[config.mk]
export PLATFORM = sky130hd
export DESIGN_NAME = mem_arbiter_flat
export DESIGN_NICKNAME = d
export VERILOG_FILES = /design/src/rtl/mem_arbiter_if.sv /design/src/rtl/mem_arbiter.sv /design/src/flat_wrapper.sv
export SDC_FILE = /design/constraint.sdc
export NUM_CORES = 1
export LEC_CHECK = 0
export BUFFER_PORTS_ARGS = -buffer_cell sky130_fd_sc_hd__buf_2
export CAP_MARGIN = 10
export CORE_MARGIN = 1.5
export CORE_UTILIZATION = 55
export DETAILED_ROUTE_END_ITERATION = 10
export PLACE_DENSITY = 0.84
export SYNTH_ARGS = -nofsm -noshare
export SYNTH_HDL_FRONTEND = slang
export SYNTH_SLANG_ARGS = --single-unit
[constraint.sdc]
create_clock -name clk -period 8.1 [get_ports clk]
set_input_delay 0.405 -clock clk [delete_from_list [all_inputs] [get_ports clk]]
set_output_delay 0.405 -clock clk [all_outputs]
set_load 0.005 [all_outputs]
[src/rtl/mem_arbiter_if.sv]
// Signals between the memory arbiter, the two caches and the byte-wide RAM/IO port.
// master = arbiter side, slave = caches plus RAM.
interface mem_arbiter_if;
  logic [7:0]  mem_din;
  logic [7:0]  mem_dout;
  logic [31:0] mem_a;
  logic        mem_wr;
  logic        io_buffer_full;
  logic        iIC_en;
  logic [31:0] iIC_pc;
  logic        oIC_done;
  logic [31:0] oIC_dt;
  logic        iDC_en;
  logic        iDC_ls;
  logic [31:0] iDC_pc;
  logic [31:0] iDC_dt;
  logic [2:0]  iDC_len;
  logic        oDC_done;
  logic [31:0] oDC_dt;
  logic [1:0]  oMC_wait;

  modport master (
    input  mem_din, io_buffer_full, iIC_en, iIC_pc, iDC_en, iDC_ls, iDC_pc, iDC_dt, iDC_len,
    output mem_dout, mem_a, mem_wr, oIC_done, oIC_dt, oDC_done, oDC_dt, oMC_wait
  );

  modport slave (
    output mem_din, io_buffer_full, iIC_en, iIC_pc, iDC_en, iDC_ls, iDC_pc, iDC_dt, iDC_len,
    input  mem_dout, mem_a, mem_wr, oIC_done, oIC_dt, oDC_done, oDC_dt, oMC_wait
  );
endinterface

[src/rtl/mem_arbiter.sv]
// Round-robin owner of the byte RAM/IO port; reads finish n+1 cycles after grant, writes after n
// (plus one cycle per IO-full stall). A busy requester's new pulses are dropped; rdy low freezes all.
module mem_arbiter #(
  parameter logic [1:0] IO_HI = 2'b11
) (
  input  logic          clk,
  input  logic          rst,
  input  logic          rdy,
  mem_arbiter_if.master bus
);
  typedef enum logic [1:0] {IDLE = 2'd0, RD = 2'd1, WR = 2'd2} state_e;

  state_e      state_q, state_d;
  logic [1:0]  wait_q, wait_d;
  logic        last_q, last_d;          // 0 = icache granted last, 1 = dcache
  logic [31:0] ic_pc_q, ic_pc_d;
  logic [31:0] dc_pc_q, dc_pc_d, dc_dt_q, dc_dt_d;
  logic [2:0]  dc_n_q, dc_n_d;
  logic        dc_ls_q, dc_ls_d;
  logic        own_q, own_d;
  logic [31:0] cur_pc_q, cur_pc_d, cur_dt_q, cur_dt_d;
  logic [2:0]  cur_n_q, cur_n_d, cnt_q, cnt_d;
  logic [31:0] rbuf_q, rbuf_d;
  logic [31:0] mem_a_q, mem_a_d;
  logic [7:0]  mem_dout_q, mem_dout_d;
  logic        mem_wr_q, mem_wr_d;
  logic        ic_done_q, ic_done_d, dc_done_q, dc_done_d;
  logic [31:0] ic_out_q, ic_out_d, dc_out_q, dc_out_d;

  logic        ic_cap, dc_cap, ic_elig, dc_elig, grant_ic, grant_dc;
  logic [31:0] ic_pc_e, dc_pc_e, dc_dt_e;
  logic [2:0]  dc_n_e, in_n, wr_next;
  logic        dc_ls_e, rd_last, wr_last;
  logic [1:0]  rd_idx;

  function automatic logic io_stall(input logic [1:0] region, input logic full);
    return (region == IO_HI) && full;
  endfunction

  always_comb begin
    case (bus.iDC_len)
      3'd1:    in_n = 3'd1;
      3'd2:    in_n = 3'd2;
      default: in_n = 3'd4;
    endcase
  end

  // A slot captured at this edge competes in the same edge's arbitration.
  assign ic_cap   = bus.iIC_en && !wait_q[0];
  assign dc_cap   = bus.iDC_en && !wait_q[1];
  assign ic_elig  = wait_q[0] || ic_cap;
  assign dc_elig  = wait_q[1] || dc_cap;
  assign grant_dc = dc_elig && (!ic_elig || !last_q);
  assign grant_ic = ic_elig && !grant_dc;

  assign ic_pc_e = ic_cap ? bus.iIC_pc  : ic_pc_q;
  assign dc_pc_e = dc_cap ? bus.iDC_pc  : dc_pc_q;
  assign dc_dt_e = dc_cap ? bus.iDC_dt  : dc_dt_q;
  assign dc_n_e  = dc_cap ? in_n        : dc_n_q;
  assign dc_ls_e = dc_cap ? bus.iDC_ls  : dc_ls_q;

  assign rd_last = (cnt_q == cur_n_q);
  assign rd_idx  = cnt_q[1:0] - 2'd1;
  assign wr_next = cnt_q + {2'b00, mem_wr_q};
  assign wr_last = (wr_next == cur_n_q);

  always_ff @(posedge clk) begin
    if (rst) begin
      state_q <= IDLE;
    end else if (rdy) begin
      state_q <= state_d;
    end
  end

  always_comb begin
    state_d = state_q;
    case (state_q)
      IDLE: begin
        if (grant_ic || (grant_dc && !dc_ls_e)) state_d = RD;
        else if (grant_dc)                      state_d = WR;
      end
      RD:      if (rd_last) state_d = IDLE;
      WR:      if (wr_last) state_d = IDLE;
      default: state_d = IDLE;
    endcase
  end

  always_comb begin
    wait_d     = wait_q | {dc_cap, ic_cap};
    last_d     = last_q;
    ic_pc_d    = ic_cap ? bus.iIC_pc : ic_pc_q;
    dc_pc_d    = dc_pc_e;
    dc_dt_d    = dc_dt_e;
    dc_n_d     = dc_n_e;
    dc_ls_d    = dc_ls_e;
    own_d      = own_q;
    cur_pc_d   = cur_pc_q;
    cur_dt_d   = cur_dt_q;
    cur_n_d    = cur_n_q;
    cnt_d      = cnt_q;
    rbuf_d     = rbuf_q;
    mem_a_d    = mem_a_q;
    mem_dout_d = mem_dout_q;
    mem_wr_d   = mem_wr_q;
    ic_done_d  = 1'b0;
    dc_done_d  = 1'b0;
    ic_out_d   = ic_out_q;
    dc_out_d   = dc_out_q;
    case (state_q)
      IDLE: begin
        mem_wr_d = 1'b0;
        if (grant_ic) begin
          last_d   = 1'b0;
          own_d    = 1'b0;
          cur_pc_d = ic_pc_e;
          cur_n_d  = 3'd4;
          cnt_d    = 3'd0;
          rbuf_d   = 32'd0;
          mem_a_d  = ic_pc_e;
        end else if (grant_dc) begin
          last_d   = 1'b1;
          own_d    = 1'b1;
          cur_pc_d = dc_pc_e;
          cur_dt_d = dc_dt_e;
          cur_n_d  = dc_n_e;
          cnt_d    = 3'd0;
          rbuf_d   = 32'd0;
          mem_a_d  = dc_pc_e;
          if (dc_ls_e) begin
            mem_dout_d = dc_dt_e[7:0];
            mem_wr_d   = !io_stall(dc_pc_e[17:16], bus.io_buffer_full);
          end
        end
      end
      RD: begin
        mem_wr_d = 1'b0;
        // RAM data lags its address by one cycle, so this edge lands byte cnt-1.
        if (cnt_q != 3'd0) rbuf_d[{rd_idx, 3'b000} +: 8] = bus.mem_din;
        if (rd_last) begin
          if (own_q) begin
            dc_done_d = 1'b1;
            dc_out_d  = rbuf_d;
            wait_d[1] = 1'b0;
          end else begin
            ic_done_d = 1'b1;
            ic_out_d  = rbuf_d;
            wait_d[0] = 1'b0;
          end
        end else begin
          cnt_d   = cnt_q + 3'd1;
          mem_a_d = cur_pc_q + {29'd0, cnt_d};
        end
      end
      WR: begin
        if (wr_last) begin
          mem_wr_d  = 1'b0;
          dc_done_d = 1'b1;
          dc_out_d  = 32'd0;
          wait_d[1] = 1'b0;
        end else begin
          // A byte only counts as written once a cycle carried it with mem_wr high.
          cnt_d      = wr_next;
          mem_a_d    = cur_pc_q + {29'd0, wr_next};
          mem_dout_d = cur_dt_q[{wr_next[1:0], 3'b000} +: 8];
          mem_wr_d   = !io_stall(mem_a_d[17:16], bus.io_buffer_full);
        end
      end
      default: mem_wr_d = 1'b0;
    endcase
  end

  always_ff @(posedge clk) begin
    if (rst) begin
      wait_q     <= 2'b00;
      last_q     <= 1'b0;
      ic_pc_q    <= 32'd0;
      dc_pc_q    <= 32'd0;
      dc_dt_q    <= 32'd0;
      dc_n_q     <= 3'd0;
      dc_ls_q    <= 1'b0;
      own_q      <= 1'b0;
      cur_pc_q   <= 32'd0;
      cur_dt_q   <= 32'd0;
      cur_n_q    <= 3'd0;
      cnt_q      <= 3'd0;
      rbuf_q     <= 32'd0;
      mem_a_q    <= 32'd0;
      mem_dout_q <= 8'd0;
      mem_wr_q   <= 1'b0;
      ic_done_q  <= 1'b0;
      dc_done_q  <= 1'b0;
      ic_out_q   <= 32'd0;
      dc_out_q   <= 32'd0;
    end else if (rdy) begin
      wait_q     <= wait_d;
      last_q     <= last_d;
      ic_pc_q    <= ic_pc_d;
      dc_pc_q    <= dc_pc_d;
      dc_dt_q    <= dc_dt_d;
      dc_n_q     <= dc_n_d;
      dc_ls_q    <= dc_ls_d;
      own_q      <= own_d;
      cur_pc_q   <= cur_pc_d;
      cur_dt_q   <= cur_dt_d;
      cur_n_q    <= cur_n_d;
      cnt_q      <= cnt_d;
      rbuf_q     <= rbuf_d;
      mem_a_q    <= mem_a_d;
      mem_dout_q <= mem_dout_d;
      mem_wr_q   <= mem_wr_d;
      ic_done_q  <= ic_done_d;
      dc_done_q  <= dc_done_d;
      ic_out_q   <= ic_out_d;
      dc_out_q   <= dc_out_d;
    end
  end

  assign bus.mem_a    = mem_a_q;
  assign bus.mem_dout = mem_dout_q;
  assign bus.mem_wr   = mem_wr_q;
  assign bus.oIC_done = ic_done_q;
  assign bus.oIC_dt   = ic_out_q;
  assign bus.oDC_done = dc_done_q;
  assign bus.oDC_dt   = dc_out_q;
  assign bus.oMC_wait = wait_q;
endmodule

[src/flat_wrapper.sv]
// flat-port wrapper written by rule: the top's interface ports become plain ports
module mem_arbiter_flat 
#(
  parameter logic [1:0] IO_HI = 2'b11
)
  (clk, rst, rdy, bus_mem_din, bus_io_buffer_full, bus_iIC_en, bus_iIC_pc, bus_iDC_en, bus_iDC_ls, bus_iDC_pc, bus_iDC_dt, bus_iDC_len, bus_mem_dout, bus_mem_a, bus_mem_wr, bus_oIC_done, bus_oIC_dt, bus_oDC_done, bus_oDC_dt, bus_oMC_wait);
  mem_arbiter_if bus_i ();
  input  logic clk;
  input  logic rst;
  input  logic rdy;
  input wire logic [$bits(bus_i.mem_din)-1:0] bus_mem_din;
  input wire logic [$bits(bus_i.io_buffer_full)-1:0] bus_io_buffer_full;
  input wire logic [$bits(bus_i.iIC_en)-1:0] bus_iIC_en;
  input wire logic [$bits(bus_i.iIC_pc)-1:0] bus_iIC_pc;
  input wire logic [$bits(bus_i.iDC_en)-1:0] bus_iDC_en;
  input wire logic [$bits(bus_i.iDC_ls)-1:0] bus_iDC_ls;
  input wire logic [$bits(bus_i.iDC_pc)-1:0] bus_iDC_pc;
  input wire logic [$bits(bus_i.iDC_dt)-1:0] bus_iDC_dt;
  input wire logic [$bits(bus_i.iDC_len)-1:0] bus_iDC_len;
  output wire logic [$bits(bus_i.mem_dout)-1:0] bus_mem_dout;
  output wire logic [$bits(bus_i.mem_a)-1:0] bus_mem_a;
  output wire logic [$bits(bus_i.mem_wr)-1:0] bus_mem_wr;
  output wire logic [$bits(bus_i.oIC_done)-1:0] bus_oIC_done;
  output wire logic [$bits(bus_i.oIC_dt)-1:0] bus_oIC_dt;
  output wire logic [$bits(bus_i.oDC_done)-1:0] bus_oDC_done;
  output wire logic [$bits(bus_i.oDC_dt)-1:0] bus_oDC_dt;
  output wire logic [$bits(bus_i.oMC_wait)-1:0] bus_oMC_wait;
  assign bus_i.mem_din = bus_mem_din;
  assign bus_i.io_buffer_full = bus_io_buffer_full;
  assign bus_i.iIC_en = bus_iIC_en;
  assign bus_i.iIC_pc = bus_iIC_pc;
  assign bus_i.iDC_en = bus_iDC_en;
  assign bus_i.iDC_ls = bus_iDC_ls;
  assign bus_i.iDC_pc = bus_iDC_pc;
  assign bus_i.iDC_dt = bus_iDC_dt;
  assign bus_i.iDC_len = bus_iDC_len;
  assign bus_mem_dout = bus_i.mem_dout;
  assign bus_mem_a = bus_i.mem_a;
  assign bus_mem_wr = bus_i.mem_wr;
  assign bus_oIC_done = bus_i.oIC_done;
  assign bus_oIC_dt = bus_i.oIC_dt;
  assign bus_oDC_done = bus_i.oDC_done;
  assign bus_oDC_dt = bus_i.oDC_dt;
  assign bus_oMC_wait = bus_i.oMC_wait;
  mem_arbiter #(.IO_HI(IO_HI)) u_core (.clk(clk), .rst(rst), .rdy(rdy), .bus(bus_i));
endmodule
==> results.ini <==
[global_route]
grt_busiest_layer = met2
use_met1_pct = 42.37
grt_overflow = 0
first_global_vias = 13660
grt_pass1_wl_um = 71660
grt_max_degree = 120
gr-usage-met3_pct = 6.734
grtUsageTotal_pct = 30.87
antenna_found_initial = 2
use_met2_pct = 48.58

[critical_path]
r2r_slack_ns = 4.52
worstSetupStartpoint = u_core.cnt_q[0]$_SDFFE_PP0P_
crit_required_ns = 8.50
cp-end-kind = flip-flop
r2r-end = u_core.bus.mem_a[28]$_SDFFE_PP0P_
reg2reg_depth = 10
critPathMaxFanout = 12
r2r-start = u_core.cnt_q[0]$_SDFFE_PP0P_
worstPathArrival_ns = 3.99
start_kind = flip-flop
path_class = flip-flop to flip-flop

[synth]
syn_inst = 1940
synth.largest_area_cell = dfxtp_1
synth_area_leaders = dfxtp_1 41%, nand2_1 12%, a21oi_1 7.2%
syn-cell-area_sq_um = 15170
yosys-mux-area-fraction_pct = 5.749
synth_cell_types = 81
syn_area_per_cell_sq_um = 7.819
ys.warnings.count = 0
synth_xor_area_share_pct = 1.477
yosys_most_used_dff = dfxtp_1
synth_edf_count = 0
synth_compound_area_share_pct = 21.67
syn_nets = 2074
synth_top_family_by_area = simple AND/OR/NAND/NOR gates
synth_fa_ha_area_share_pct = 1.749
yosys.area.top_type_share_pct = 41.44
async_reset_ff_share_pct = 0
ys_seq_area_share_pct = 41.44
synthSimpleGateAreaFrac_pct = 22.65
synth_seq_cells = 314

[hold_path]
min_from = bus_iDC_pc[5]
hold_depth = 3
worstHoldEndpoint = u_core.dc_pc_q[5]$_SDFFE_PP0P_
min_path_type = primary input to flip-flop

[finish]
nets = 2186
drive_gt1_share_pct = 16.02
syn2layout_area_growth_pct = 14.76
final_cell_area_sq_um = 17410

[sta]
tns_ns = 0
hold_viol = 0
rsz0062_at_grt = no
clock.fmax_mhz = 279.2
min_period_ns = 3.582
maxSlewHeadroom_pct = 19.96
drv_slew = 0
worst_slew_pin_slew_ns = 1.201
skew_ns = 0.01285
finalCritPeriodShare_pct = 44.22
finalSetupViolations = 0

[placement]
dp_hpwl_um = 30200
dpl_cell_area_sq_um = 16220
io_buffers = 222
gp_congestion = 0.9065

[route]
viasPerCell = 6.184
wl_per_cell_um = 18.74
route.detailed.drc = 0
postRouteAntennaNets = 0
totalWireLength_um = 45240
drt_iter0_drc = 1817
via_count = 14930
drt_pass1_iterations = 6

[clock_network]
cts-resized-gates = 0
cts_root_buffer = clkbuf_16
cts_sinks = 314
clock_path_buffers = 3
cts_setup_buffers = 0
clkTransAtPathRegs_ns = 0.06
htree_levels = 2
cts_tree = yes
cts_inserted_buffers = 34
insertion_delay_ns = 0.51
ctsHoldBuffers = 0

[die]
die_height_um = 169.1
rows = 60
io_pins = 223
fp.dieArea_sq_um = 28580
die_w_um = 169.1
initial_core_util_pct = 56.13
core_area_sq_um = 27030

[run_status]
status = complete, no violations

[power_and_ir_drop]
power_per_cell_area_nw_per_um2 = 228.9
ir_worst_vdd_v = 0.0001432
leakage_nw = 6.609

[run]
maxCapViolations = 0

-- power breakdown --
group	internal (mW)	switching (mW)	leakage, nW
Clock	1.03	0.626	0.581
Sequential	1.63	0.0773	2.56
Combinational	0.209	0.406	3.47
-- placed cells by master (no fill, tap or decap), drive strengths merged, types with 5 or more instances in the layout --
master	synthesis	routed
mux2i	68	68
or3	19	19
inv	28	29
ha	18	18
and2	6	6
o31ai	21	21
buf	51	240
a221oi	7	7
nor4	11	11
o21ai	54	54
and3	8	8
nand2	465	465
a31oi	41	41
nand2b	5	5
a311oi	27	27
a21oi	218	218
nand3	73	73
nor2b	26	26
xnor2	16	16
o22ai	7	7
mux4	8	8
bufinv	0	6
a21o	5	5
nor2	138	138
a32oi	7	7
dfxtp	314	314
clkbuf	114	47
xor2	7	7
nand4	13	13
o211ai	13	13
nor3	15	15
a211oi	57	57
a22oi	13	13
-- worst max-delay path, cell delays in order (launching register included) --
cell	delay (ns)
dfxtp_1	0.44
ha_1	0.77
ha_1	0.30
inv_1	0.06
fa_1	0.40
nor2b_1	0.32
o2111ai_1	0.26
nor3_1	0.31
xnor2_1	0.17
a221oi_2	0.09
a2111oi_2	0.35
-- registers in the layout, indices dropped and copies added (netlist names), 32 cells and up --
signal and cells:
u_core.bus.oDC_dt 32, u_core.bus.oIC_dt 32, u_core.dc_dt_q 32, u_core.rbuf_q 32, u_core.cur_dt_q 32, u_core.cur_pc_q 32
u_core.dc_pc_q 32, u_core.bus.mem_a 32, u_core.ic_pc_q 32
-- metal layers --
metal / up-vias / wire length, um / part of all wire (%)
met1: 7044 / 18890 / 42
met4: 2 / 1254 / 2.8
met5: - / 13 / 0.029
met2: 728 / 20630 / 46
li1: 7039 / - / -
met3: 114 / 4439 / 9.8
-- stage by stage --
step	total power, mW	cells	setup WS (ns)	util (%)	hold WS (ns)
6_report	3.985	2414	4.518	64.41	0.1348
2_1_floorplan	2.127	1940	5.161	-	0.4318
5_1_grt	4.121	2413	4.258	64.40	0.1469
4_1_cts	3.977	2413	4.533	64.40	0.1303
3_5_place_dp	2.339	2357	4.588	60.03	0.4417
3_3_place_gp	2.325	2357	4.726	60.03	0.4344
-- final cells by class --
class,instances,area (sq um)
diodes,1,2.502
clock buffers,46,977.2
clock inverters,10,203.9
fillers,2334,9619
inverters,29,108.9
multi-input cells,1432,8139
flip-flops and latches,314,6286
well taps,341,426.7
repair buffers,241,1262
-- worst max-delay path by stage --
stage / end / slack, ns / cells after the start
5_1_grt: u_core.bus.mem_a[28]$_SDFFE_PP0P_ / 4.26 / 10
3_3_place_gp: u_core.bus.mem_a[28]$_SDFFE_PP0P_ / 4.73 / 10
6_report: u_core.bus.mem_a[28]$_SDFFE_PP0P_ / 4.52 / 10
3_5_place_dp: u_core.bus.mem_a[28]$_SDFFE_PP0P_ / 4.59 / 10
2_1_floorplan: u_core.bus.mem_a[28]$_SDFFE_PP0P_ / 5.16 / 11
4_1_cts: u_core.bus.mem_a[28]$_SDFFE_PP0P_ / 4.53 / 10
-- logic make-up (layout without fill, tap and decap cells) --
kind of cell,Yosys count,in the layout
AO/OA/AOI/OAI,517,517
XOR/XNOR,24,24
adder cells (fa/ha/maj),20,20
buffers and inverters,194,326
flip-flops,314,314
multiplexers,77,77
other,0,1
AND/OR/NAND/NOR,794,794
-- cells in the mapped netlist (26+ instances only) --
cell	n
nand2_1	465
a211oi_1	57
a21oi_1	218
clkbuf_1	109
mux2i_1	68
a311oi_1	27
a31oi_1	41
nor2b_1	26
inv_1	27
nand3_1	72
nor2_1	137
dfxtp_1	314
buf_2	33
o21ai_0	48
Note: power is estimated with default switching activity, not from simulation.
